<file path="src/rtl/store_ram.sv">
// Byte-addressed data memory with a big-endian, one-byte-per-clock store engine
// and a combinational big-endian word read port.
module store_ram #(
  parameter int ADDR_W = 8
) (
  input  logic              clk,
  input  logic              reset,
  input  logic              req_valid,
  output logic              req_ready,
  input  logic [ADDR_W-1:0] req_addr,
  input  logic [1:0]        req_size,
  input  logic [31:0]       req_data,
  output logic              done,
  output logic              err,
  output logic              busy,
  input  logic [ADDR_W-1:0] rd_addr,
  output logic [31:0]       rd_data
);

  localparam int DEPTH = 1 << ADDR_W;

  typedef enum logic [1:0] {
    S_IDLE,
    S_WRITE,
    S_DONE
  } state_t;

  state_t            r_state;
  logic [ADDR_W-1:0] r_addr;
  logic [31:0]       r_data;
  logic [2:0]        r_n;
  logic [2:0]        r_k;
  logic              r_ready;
  logic              r_done;
  logic              r_err;
  logic              r_busy;

  logic [7:0] r_mem [DEPTH] = '{default: 8'h00};

  logic [1:0]        w_sel;
  logic [7:0]        w_byte;
  logic [ADDR_W-1:0] w_wr_addr;
  logic              w_last;
  logic              w_wen;

  // Byte k of an n-byte store is data byte n-1-k: MSB lands at the lowest address.
  assign w_sel     = r_n[1:0] - 2'd1 - r_k[1:0];
  assign w_byte    = r_data[{w_sel, 3'b000} +: 8];
  assign w_wr_addr = r_addr + ADDR_W'(r_k);
  assign w_last    = (r_k == r_n - 3'd1);
  assign w_wen     = (r_state == S_WRITE);

  always_ff @(posedge clk or posedge reset) begin
    if (reset) begin
      r_state <= S_IDLE;
      r_addr  <= '0;
      r_data  <= '0;
      r_n     <= '0;
      r_k     <= '0;
      r_ready <= 1'b1;
      r_done  <= 1'b0;
      r_err   <= 1'b0;
      r_busy  <= 1'b0;
    end else begin
      unique case (r_state)
        S_IDLE: begin
          r_done <= 1'b0;
          r_err  <= 1'b0;
          if (req_valid && r_ready) begin
            r_addr  <= req_addr;
            r_data  <= req_data;
            r_k     <= '0;
            r_ready <= 1'b0;
            r_busy  <= 1'b1;
            unique case (req_size)
              2'b00: begin
                r_n     <= 3'd1;
                r_state <= S_WRITE;
              end
              2'b01: begin
                r_n     <= 3'd2;
                r_state <= S_WRITE;
              end
              2'b10: begin
                r_n     <= 3'd4;
                r_state <= S_WRITE;
              end
              default: begin
                r_n     <= 3'd0;
                r_done  <= 1'b1;
                r_err   <= 1'b1;
                r_state <= S_DONE;
              end
            endcase
          end
        end
        S_WRITE: begin
          r_k <= r_k + 3'd1;
          if (w_last) begin
            r_done  <= 1'b1;
            r_state <= S_DONE;
          end
        end
        S_DONE: begin
          r_done  <= 1'b0;
          r_err   <= 1'b0;
          r_ready <= 1'b1;
          r_busy  <= 1'b0;
          r_state <= S_IDLE;
        end
        default: begin
          r_state <= S_IDLE;
          r_ready <= 1'b1;
          r_busy  <= 1'b0;
          r_done  <= 1'b0;
          r_err   <= 1'b0;
        end
      endcase
    end
  end

  // Memory contents survive reset; only the engine state is cleared.
  always_ff @(posedge clk) begin
    if (w_wen) begin
      r_mem[w_wr_addr] <= w_byte;
    end
  end

  assign req_ready = r_ready;
  assign done      = r_done;
  assign err       = r_err;
  assign busy      = r_busy;

  assign rd_data = {r_mem[rd_addr],
                    r_mem[rd_addr + ADDR_W'(1)],
                    r_mem[rd_addr + ADDR_W'(2)],
                    r_mem[rd_addr + ADDR_W'(3)]};

endmodule

</file>
<file path="config.mk">
export PLATFORM = sky130hd
export DESIGN_NAME = store_ram
export DESIGN_NICKNAME = d
export VERILOG_FILES = /design/src/rtl/store_ram.sv
export SDC_FILE = /design/constraint.sdc
export NUM_CORES = 2
export LEC_CHECK = 0
export CAP_MARGIN = 10
export CORE_UTILIZATION = 25
export DETAILED_ROUTE_END_ITERATION = 7
export PLACE_DENSITY = 0.37
export SKIP_CTS_REPAIR_TIMING = 1
export SYNTH_ARGS = -nofsm -noshare
export SYNTH_HDL_FRONTEND = slang
export SYNTH_SLANG_ARGS = --single-unit
</file>
<file path="constraint.sdc">
create_clock -name clk -period 4.3 [get_ports clk]
set_input_delay 0.43 -clock clk [delete_from_list [all_inputs] [get_ports clk]]
set_output_delay 0.43 -clock clk [all_outputs]
set_load 0.02 [all_outputs]
</file>
==> key figures <==
Drt
  • Total wire length: 638,000 microns
  • Met2 WL: 288,000 microns
  • Vias per std cell: 5.83
  • Max Used Layer: met5
  • DRT iter0 DRCs: 12.0k
  • Metal3 WL: 55,000 microns
  • Antenna viol nets, final: 0
  • DRC viols: 0
  • DRT Pass-1 Iters: 6
  • Avg WL per Cell: 40.0 microns
  • Via count: 92.9k
  • Met1 WL: 264,000 microns

Place
  • Final GP Congestion: 0.899
  • Placed cells: 15.3k
  • Number of I/O port buffers: 88
  • Post-DP HPWL: 458,000 microns
  • Pre-CTS setup slack: -0.908 ns

Yosys
  • EDFF count, synth: 2,048
  • Ys flop type: edfxtp_1
  • #FFs+latches synth: 2,100
  • Async S/R FF share, synth: 0.0248
  • Area leader, netlist: edfxtp_1
  • Synth top cells by count: mux4_2, edfxtp_1, nand2_1, mux2i_1, nor2_1
  • Seq/Total Area, Yosys: 0.476
  • Synth top area cells: edfxtp_1, mux4_2, mux2i_1, nand2_1, dfrtp_1
  • Cell count after synthesis: 7,651
  • Ys Warns: 0
  • Synth top area share: 0.466
  • Yosys cell types: 76
  • Synth Cell Area: 132,000 sq um
  • Syn Area/Cell: 17.3 sq um
  • Post-synthesis net count: 7,715
  • Count leader, synth: mux4_2

Setup path
  • CP Class: primary input to output port
  • Crit path launch: rd_addr[0]
  • R2R depth: 11
  • Worst Path Arrival: 4.05 ns
  • Crit-path max FO: 14
  • Startpoint types: primary input
  • Worst path required time: 3.87 ns
  • Worst setup EP type: output port
  • Reg2reg start: r_k[0]

Clock tree
  • Longest Clk Path Bufs: 4
  • CTS Root Cell: clkbuf_16
  • CTS buffer count: 280
  • TritonCTS clock tree: yes
  • H-tree lvl count: 5
  • Later-pin clock latency in the skew report: 0.96 ns
  • Num Clock Sinks: 2,100
  • Clock transition at the registers of the reported paths: 0.06 ns

Timing
  • RSZ-0062 raised after global routing: true
  • Final setup fails: 12
  • Final worst setup slack: -0.179 ns
  • Fin crit share: 1.04
  • Fin crit period: 4.48 ns
  • Hold Fails Final Rpt: 0
  • Slew @ Worst Pin: 1.19 ns
  • Clock Skew: 0.0413 ns
  • Pins over their slew limit: 0
  • Worst slew margin: 0.208
  • FMAX: 0.223 GHz

Hold path
  • Hold_sp: req_data[6]
  • Hold Crit Class: primary input to flop
  • Hold path cells: 3

Cells and area
  • Non-Filler Instances: 15.9k
  • Area Overhead vs Synth: 24.5%
  • Share of layout cells above drive strength 1: 0.487
  • Final nets: 8,807
  • Layout fillers: 51.1k

Floorplan
  • Die area: 531,000 sq um
  • Die width: 729 microns
  • Num rows: 266
  • Die Ht: 729 microns
  • Ports: 89
  • Placeable Area: 525,000 sq um
  • Initial core utilization: 0.251

Power
  • Max VDD drop: 1.28 mV
  • Total power: 0.0832 W
  • Static leakage: 54.0 nW
  • Pwr/cell area: 507 nW/um^2

Global routing
  • First-pass GRT wire length: 838,000 microns
  • Largest net degree at the start of global routing: 161
  • Vias in the first global route: 90.8k
  • Initial antenna violation count: 39
  • Total GRT Usage: 0.231
  • Grt ovf: 0

Run status
  • Status: finished, violations left
  • Failing checks: negative setup slack

Run
  • Max_cap viols: 0
## placed cells by master (no fill, tap or decap), types with 27 or more instances in the layout
master           netlist  routed
o21ai_0               47      41
clkbuf_1             209      43
clkinv_2               0      35
clkinv_1               0      62
dfrtp_1               51      51
buf_16                 0      27
nor3_1                38      28
nand2_1              840     813
a211oi_1              42      33
mux4_2              2191    2183
clkdlybuf4s50_1        0      49
nand3_1              245     230
buf_12                 0     323
nor2_1               322     307
a31oi_1               59      40
bufinv_16              0      29
a32oi_1               49      44
buf_4                154    1071
a21oi_1               55      49
nand4_1               48      48
buf_6                 92      70
mux2i_1              391     380
clkbuf_16              0     308
edfxtp_1            2048    2048
o221ai_1              53      48
## kinds of logic (layout without fill, tap and decap cells)
family / after synthesis / after routing / share of synthesized area
xor+xnor: 41 / 41 / 0.00306
other cells: 0 / 22 / 0
simple gates: 1597 / 1597 / 0.0512
mux: 2610 / 2610 / 0.406
compound gates: 516 / 516 / 0.0289
fa+ha+maj: 11 / 11 / 0.00110
buf+inv: 776 / 2083 / 0.0341
flops: 2100 / 2100 / 0.476
## flip-flops by register name, indices dropped and copies added, names as in the netlist
name	count
r_data	32
err	1
r_k	3
r_state	2
r_mem	2048
req_ready	1
r_n	3
busy	1
done	1
r_addr	8
## where the power goes
part           leakage [nW]  internal (W)  switching, W
sequential             19.2        0.0320      0.000322
combinational          30.3       0.00749        0.0195
clock                  4.40        0.0141       0.00983
total                  54.0        0.0536        0.0297
## path summary, 6_finish.rpt
path | to | slack (ns)
max | rd_data[18] | -0.18
min | r_data[6] | 0.01
max reg2reg | r_mem[46][3] | 0.07
min reg2reg | r_data[12] | 0.47
max in group asynchronous | req_ready | 3.44
min in group asynchronous | r_data[3] | 0.30
## worst max-delay path, cell delays in order
cell and delay, ns:
buf_16 0.13, buf_12 0.17, buf_6 0.19, buf_6 0.19, nand3b_1 0.20, nand2_4 0.23, buf_12 0.21, buf_4 0.24
mux2i_4 0.30, a32oi_1 0.11, nand4_1 0.21, buf_12 0.14, nand4_1 0.39, buf_4 0.30, o32a_1 0.21, buf_12 0.17
buf_12 0.13
## layout make-up
| class | count | area [sq um] | area share |
|---|---|---|---|
| diodes | 22 | 55.1 | 0.000335 |
| clock buffers | 335 | 7450 | 0.0453 |
| inverters | 13 | 51.3 | 0.000312 |
| repair buffers | 1573 | 17200 | 0.104 |
| multi-input cells | 4775 | 66400 | 0.404 |
| clock inverters | 162 | 1600 | 0.00976 |
| well taps | 6968 | 8720 | 0.0531 |
| flip-flops and latches | 2100 | 62800 | 0.382 |
## metrics by stage
stage / hold slack, ns / instance area [sq um] / util / TNS [ns]
floorplan: 0.440 / 132000 / - / -0.0253
global placement: 0.456 / 152000 / 0.290 / -15.83
detailed placement: 0.462 / 152000 / 0.290 / -12.54
CTS: -0.0684 / 161000 / 0.307 / -13.87
global route: -0.00150 / 164000 / 0.313 / -0.844
finish: 0.0140 / 164000 / 0.313 / -0.690
## routing by layer
layer,GRT usage,vias to the layer above
li1,-,35500
met1,0.314,51300
met2,0.359,5269
met3,0.0517,901
met4,0.0926,16
met5,0,-
(Power assumes the default switching activity.)
